<file path="src/rtl/operand_fetch_ctrl.sv">
// Operand fetch controller: scoreboarded register read with a
// three-state fetch FSM and a registered write-back port.
module operand_fetch_ctrl (
  input  logic        clk,
  input  logic        rst,
  input  logic        req_valid,
  output logic        req_ready,
  input  logic [2:0]  req_rs1,
  input  logic [2:0]  req_rs2,
  input  logic [2:0]  req_rd,
  input  logic        req_wen,
  output logic [2:0]  rf_raddr1,
  output logic [2:0]  rf_raddr2,
  input  logic [31:0] rf_rdata1,
  input  logic [31:0] rf_rdata2,
  output logic [2:0]  rf_waddr,
  output logic [31:0] rf_wdata,
  output logic        rf_sto,
  output logic        op_valid,
  input  logic        op_ready,
  output logic [31:0] op_a,
  output logic [31:0] op_b,
  output logic [2:0]  op_rd,
  output logic        op_wen,
  input  logic        wb_valid,
  input  logic [2:0]  wb_rd,
  input  logic [31:0] wb_data,
  output logic [7:0]  pending,
  output logic        wb_err
);

  typedef enum logic [1:0] {
    IDLE = 2'd0,
    READ = 2'd1,
    OUT  = 2'd2
  } state_t;

  state_t     state;
  state_t     nextState;
  logic [2:0] rs1Q;
  logic [2:0] rs2Q;
  logic [2:0] rdQ;
  logic       wenQ;
  logic       reqFire;
  logic       opFire;
  logic       srcFree;
  logic [7:0] setMask;
  logic [7:0] clrMask;

  assign reqFire = req_valid & req_ready;
  assign opFire  = op_valid & op_ready;

  assign srcFree = ~pending[req_rs1]
                 & ~pending[req_rs2]
                 & (~req_wen | ~pending[req_rd]);

  // State register
  always_ff @(posedge clk or negedge rst) begin
    if (!rst) begin
      state <= IDLE;
    end else begin
      state <= nextState;
    end
  end

  // Next-state logic
  always_comb begin
    nextState = state;
    unique case (state)
      IDLE: if (reqFire) nextState = READ;
      READ: nextState = OUT;
      OUT:  if (opFire) nextState = IDLE;
      default: nextState = IDLE;
    endcase
  end

  // Handshake and read-address outputs decoded from state
  always_comb begin
    req_ready = 1'b0;
    op_valid  = 1'b0;
    rf_raddr1 = 3'd0;
    rf_raddr2 = 3'd0;
    unique case (state)
      IDLE: req_ready = rst & srcFree;
      READ: begin
        rf_raddr1 = rs1Q;
        rf_raddr2 = rs2Q;
      end
      OUT:  op_valid = 1'b1;
      default: ;
    endcase
  end

  // Capture request fields on acceptance
  always_ff @(posedge clk or negedge rst) begin
    if (!rst) begin
      rs1Q <= 3'd0;
      rs2Q <= 3'd0;
      rdQ  <= 3'd0;
      wenQ <= 1'b0;
    end else if (reqFire) begin
      rs1Q <= req_rs1;
      rs2Q <= req_rs2;
      rdQ  <= req_rd;
      wenQ <= req_wen;
    end
  end

  // Sample register-file data at the end of READ; hold through OUT
  always_ff @(posedge clk or negedge rst) begin
    if (!rst) begin
      op_a   <= 32'd0;
      op_b   <= 32'd0;
      op_rd  <= 3'd0;
      op_wen <= 1'b0;
    end else if (state == READ) begin
      op_a   <= rf_rdata1;
      op_b   <= rf_rdata2;
      op_rd  <= rdQ;
      op_wen <= wenQ;
    end
  end

  // Register the write-back onto the register-file write port
  always_ff @(posedge clk or negedge rst) begin
    if (!rst) begin
      rf_sto   <= 1'b0;
      rf_waddr <= 3'd0;
      rf_wdata <= 32'd0;
    end else begin
      rf_sto <= wb_valid;
      if (wb_valid) begin
        rf_waddr <= wb_rd;
        rf_wdata <= wb_data;
      end
    end
  end

  assign setMask = (opFire & op_wen) ? (8'b1 << op_rd) : 8'd0;
  assign clrMask = rf_sto ? (8'b1 << rf_waddr) : 8'd0;

  // Scoreboard: set on issue to execute, clear on store; set wins
  always_ff @(posedge clk or negedge rst) begin
    if (!rst) begin
      pending <= 8'd0;
    end else begin
      pending <= (pending & ~clrMask) | setMask;
    end
  end

  // Sticky flag for write-backs that nobody was waiting for
  always_ff @(posedge clk or negedge rst) begin
    if (!rst) begin
      wb_err <= 1'b0;
    end else if (wb_valid && !pending[wb_rd]) begin
      wb_err <= 1'b1;
    end
  end

endmodule
</file>
<file path="config.mk">
export PLATFORM = sky130hd
export DESIGN_NAME = operand_fetch_ctrl
export DESIGN_NICKNAME = d
export VERILOG_FILES = /design/src/rtl/operand_fetch_ctrl.sv
export SDC_FILE = /design/constraint.sdc
export NUM_CORES = 1
export LEC_CHECK = 0
export ABC_AREA = 1
export ABC_CLOCK_PERIOD_IN_PS = 1350
export BUFFER_PORTS_ARGS = -buffer_cell sky130_fd_sc_hd__buf_4
export CORE_MARGIN = 2
export CORE_UTILIZATION = 42
export CTS_CLUSTER_SIZE = 28
export DETAILED_ROUTE_END_ITERATION = 6
export GPL_ROUTABILITY_DRIVEN = 0
export PLACE_DENSITY_LB_ADDON = 0.08
export SLEW_MARGIN = 25
export SYNTH_ARGS = -nofsm -noshare
export SYNTH_HDL_FRONTEND = slang
export SYNTH_SLANG_ARGS = --single-unit
</file>
<file path="constraint.sdc">
create_clock -name clk -period 1.35 [get_ports clk]
set_clock_uncertainty 0.2 [all_clocks]
set_input_delay 0.135 -clock clk [delete_from_list [all_inputs] [get_ports clk]]
set_output_delay 0.135 -clock clk [all_outputs]
set_load 0.005 [all_outputs]
</file>
# After elaboration in Yosys (flattened, before gate mapping)
# Index checks and enable logic that the tools add are counted.
# totals
reg_bits,125
output_inout_bits,121
# classes
n_lt_le_gt_ge,4
eq_ne,4
shift,2
n_mux,17
n_bitwise,14
reduce_logical,4
# ops
op,n
$lt A3 B4 Y1 const B,4
$mux W8,2
$shl A1 B3 Y8 const A,2
$bmux W1 S3,4
$and A8 B8 Y8,1
$not A8 Y8,1
$or A8 B8 Y8,1
$and A1 B1 Y1,6
$mux W1,6
$mux W3,2
$pmux W2 S3,1
$mux W2,2
$ne A2 B2 Y1 const B,2
$not A1 Y1,4
$eq A2 B1 Y1 const B,1
$eq A2 B2 Y1 const B,1
$logic_not A2 Y1,1
$reduce_and A2 Y1,1
$logic_and A1 B1 Y1,1
$logic_not A1 Y1,1
$or A1 B1 Y1,1

# Logic depth before layout (Yosys ltp)
# depth
ltp_word,10
ltp_mapped,10
depth_no_buf,9

# Worst setup path after synthesis
# No wires, ideal clock.
# synth_path
path_kind,reg2reg
start,register state[0]
end,register op_a[10]
setup_time_ns,0.125
arrival_ns,1.156
required_ns,1.025
setup_slack_ns,-0.131
stages_incl_launch_ff,5
n_path_buf,2
period_less_slack_ns,1.481
path_cell_list,dfrtp_1 nand2_1 buf_4 buf_4 mux2_2
# synth_between
elab_chain_len,1
# synth_rtl
item,line,text
from (decl),38,state_t state;
from (signal assigned),62,state <= nextState;
$eq A2 B1 Y1,116,end else if (state == READ) begin
to (signal assigned),117,op_a <= rf_rdata1;
to (decl),21,"output logic [31:0] op_a,"
# Every way passes these cells.
# A chain may end at the register's enable or synchronous reset.

# Worst setup path in the final report
# layout_path
start,register pending[4]
end,output port req_ready
# layout_between
elab_chain_len,7
word_cells_on_any_way,14
cone_classes,mux (7); bitwise (7)
# layout_rtl
item,line,text
from (decl),28,"output logic [7:0] pending,"
from (signal assigned),147,pending <= (pending & ~clrMask) | setMask;
"$bmux W1 S3, on equally long branches","53, 54, 55",
"$mux W1, on equally long branches","53, 54, 55",
"$not A1 Y1, on equally long branches","53, 54, 55",
$and A1 B1 Y1 or $or A1 B1 Y1 (tied branches),"54, 55",
$and A1 B1 Y1 (*),55,& (~req_wen | ~pending[req_rd]);
$and A1 B1 Y1 (*),84,IDLE: req_ready = rst & srcFree;
$mux W1 (*),83,unique case (state)
to (decl),7,"output logic req_ready,"
# Every way passes the cells marked *; elsewhere a longest branch is shown, timed or not. The select of a mux whose other input is x is not followed.

==> impl_metrics.toml <==
[timing]
fmax_mhz = 520
worst_slew_pin_slew_ps = 698
tns_ps = -29550
slew_viol_final = 0
finalHoldViolations = 0
max_slew_margin = 0.534
layout_setup_ws_ps = -573
holdWs_ps = 38.6
rsz0062_at_grt = "yes"
setup_viol = 106
layout_min_cycle_time_ps = 1920
period_share = 1.42

[clocking]
ctsLongestPathBuffers = 2
h-tree-depth = 4
clock_latency_ps = 410
cts_root_buf = "clkbuf_16"
cts_tree = "done"
cts_made_buffers = 17
clk_pin_slew_ps = 60
cts.sink_count = 125

[global_routing]
grt_overflow = 0
antenna_found_initial = 1
grt_util_all_layers = 0.288
grt_max_degree = 126
grt_pass1_vias = 5363
grt_pass1_wl_mm = 28.3

[power_and_ir_drop]
seqPwrFrac = 0.338
switching_share = 0.288
power_mw = 18.2
p_per_area_nw_per_um2 = 1770
p_int_mw = 12.9
p_switching_mw = 5.24
pwr-share-comb = 0.362
p_leak_nw = 5.17
clkPwrFrac = 0.300
vdd.ir_drop.worst_mv = 1.09

[synth]
netlist-cell-type-count = 20
syn_nets = 518
seq_area_frac_synth = 0.615
synthesis.area_um2 = 5090
synth_top_cell_area_share = 0.615
yosysTopAreaCell = "dfrtp_1"
syn_inst = 404
yosysWarnings = 0
ys_top_cells_by_area = "dfrtp_1 61%, mux2_2 21%, nand2_1 4.1%"
synth_area_per_cell_um2 = 12.6
ys_ff_latch = 125

[route]
dr.pass1.iters = 5
post-route-drc-count = 0
drt_iter0_markers = 447
drt-vias-per-instance = 5.17
via_count = 5075
drtAntennaViolNets = 0
wire_per_inst_um = 20.5
wl_mm = 20.1

[worst_setup_path]
cp_slowest_cell = "dfrtp_1"
cp_data_arrival_time_ps = 1590
start_kind = "flip-flop"
cpPeakStageDelay_ps = 410
path_max_fanout = 4
crit_required_ps = 1010
crit_type = "reg -> out"
path_cells = "nor2_1, nor2_1, nand2_1, nand3_1, nand3_2, nand2_1, inv_1, buf_4"
end_kind = "primary output"

[floorplanning]
die_y_um = 114
floorplan.initialDensity = 0.427
io_pins = 235
coreArea_um2 = 11900
fp.dieW_um = 114
dieArea_um2 = 13000
rows = 40

[outcome]
status = "finished, violations left"
violations = "negative setup slack"

[finish]
num-nets-final = 934
area_growth_pct = 102
fill_cells = 538
drive_gt1_frac = 0.568

[placed_design]
hpwl_mm = 9.95
dp_slack_ps = -225
io_buffer_count = 234

[job]
maxCapViolCount = 0

[min_path]
hold_path_class = "in -> reg"
routing by layer:
| metal | GRT usage | wire length [um] | vias to the layer above |
|---|---|---|---|
| met3 | 0.0805 | 1240 | 64 |
| met2 | 0.500 | 10800 | 270 |
| li1 | - | - | 2227 |
| met5 | 0 | 0 | - |
| met1 | 0.331 | 7370 | 2514 |
| met4 | 0.132 | 709 | 0 |
final timing paths:
| kind | start | end | slack, ps | cells past startpoint |
|---|---|---|---|---|
| setup / recovery | pending[4] | req_ready | -570 | 8 |
| hold / removal | req_wen | state[0] | 40 | 5 |
| setup reg to reg | pending[5] | rdQ[2] | -450 | 10 |
| hold reg to reg | rs1Q[0] | rs1Q[0] | 290 | 2 |
| min in group asynchronous | rst | wb_err | 250 | 3 |
| max in group asynchronous | rst | op_wen | 120 | 3 |
state kept, by name, indices dropped and copies added (netlist names), 3 cells and up:
signal and flops:
rdQ 3, pending 8, rs1Q 3, rf_waddr 3
op_a 32, op_rd 3, op_b 32, rf_wdata 32
rs2Q 3
metrics by stage:
step,util,instance area [um2],instances
floorplan,-,5140,404
global placement,0.610,7260,795
detailed placement,0.610,7260,795
CTS,0.827,9850,969
global route,0.861,10300,981
finish,0.861,10300,981
cell type report:
class	instances	area [um2]	area share
Antenna cell	1	2.50	0.000244
Clock inverter	9	203	0.0198
Inverter	29	109	0.0106
Clock buffer	23	508	0.0495
Tap cell	147	184	0.0179
Multi-Input combinational cell	233	2300	0.225
Timing Repair Buffer	414	3810	0.372
Sequential cell	125	3130	0.305
synthesized netlist by cell type:
| library cell | n |
|---|---|
| inv_2 | 2 |
| buf_2 | 11 |
| o41ai_1 | 8 |
| o21ai_0 | 19 |
| nand3_1 | 14 |
| nand3_2 | 3 |
| buf_4 | 3 |
| mux2_2 | 97 |
| buf_6 | 1 |
| dfrtp_1 | 125 |
| o221ai_1 | 1 |
| clkbuf_1 | 3 |
| o211ai_1 | 1 |
| inv_1 | 27 |
| nor2_4 | 1 |
| nor2_1 | 15 |
| nand2_1 | 55 |
| nand4_1 | 10 |
| a21oi_1 | 7 |
| nand3b_1 | 1 |
repair_timing:
action                                  4_1_cts  5_1_grt
setup buffers                                22       19
endpoints found under the setup margin      103      108
gates resized for setup                      86       99
hold endpoints to repair                    246        0
cloned                                        8        2
pin swaps                                    13       11
hold buffers                                113        0
power groups by stage:
| stage | registers, mW | clock network [mW] | logic (mW) |
|---|---|---|---|
| 2_1_floorplan | 5.94 | 0 | 1.60 |
| 3_3_place_gp | 5.86 | 0 | 4.50 |
| 3_5_place_dp | 5.93 | 0 | 4.58 |
| 4_1_cts | 5.95 | 5.47 | 5.77 |
| 5_1_grt | 6.28 | 5.68 | 6.91 |
| 6_report | 6.14 | 5.45 | 6.57 |
layout by cell type (no fill, tap or decap), types with 7 or more instances in the layout:
master / n
buf_12: 10
buf_4: 242
buf_6: 37
clkbuf_16: 19
dfrtp_1: 121
dlygate4sd3_1: 113
inv_1: 24
mux2_2: 32
mux2_4: 65
nand2_1: 52
nand3_1: 12
nand4_1: 10
nor2_4: 11
o21ai_0: 13
o41ai_4: 7
cell families (layout without fill, tap and decap cells):
group	Yosys count	after routing	share of synthesized area
other	0	1	0
buffers and inverters	47	475	0.0411
AOI/OAI and AO/OA	36	36	0.0425
DFF	125	125	0.615
and+or+nand+nor	99	100	0.0873
muxes	97	97	0.215
critical path: cells and delay by family (launching register included):
| kind | cells | cell delay (ps) |
|---|---|---|
| buffers and inverters | 2 | 180 |
| AND/OR/NAND/NOR | 6 | 590 |
| flip-flops | 1 | 410 |
Power figures use the tool's default switching activity.
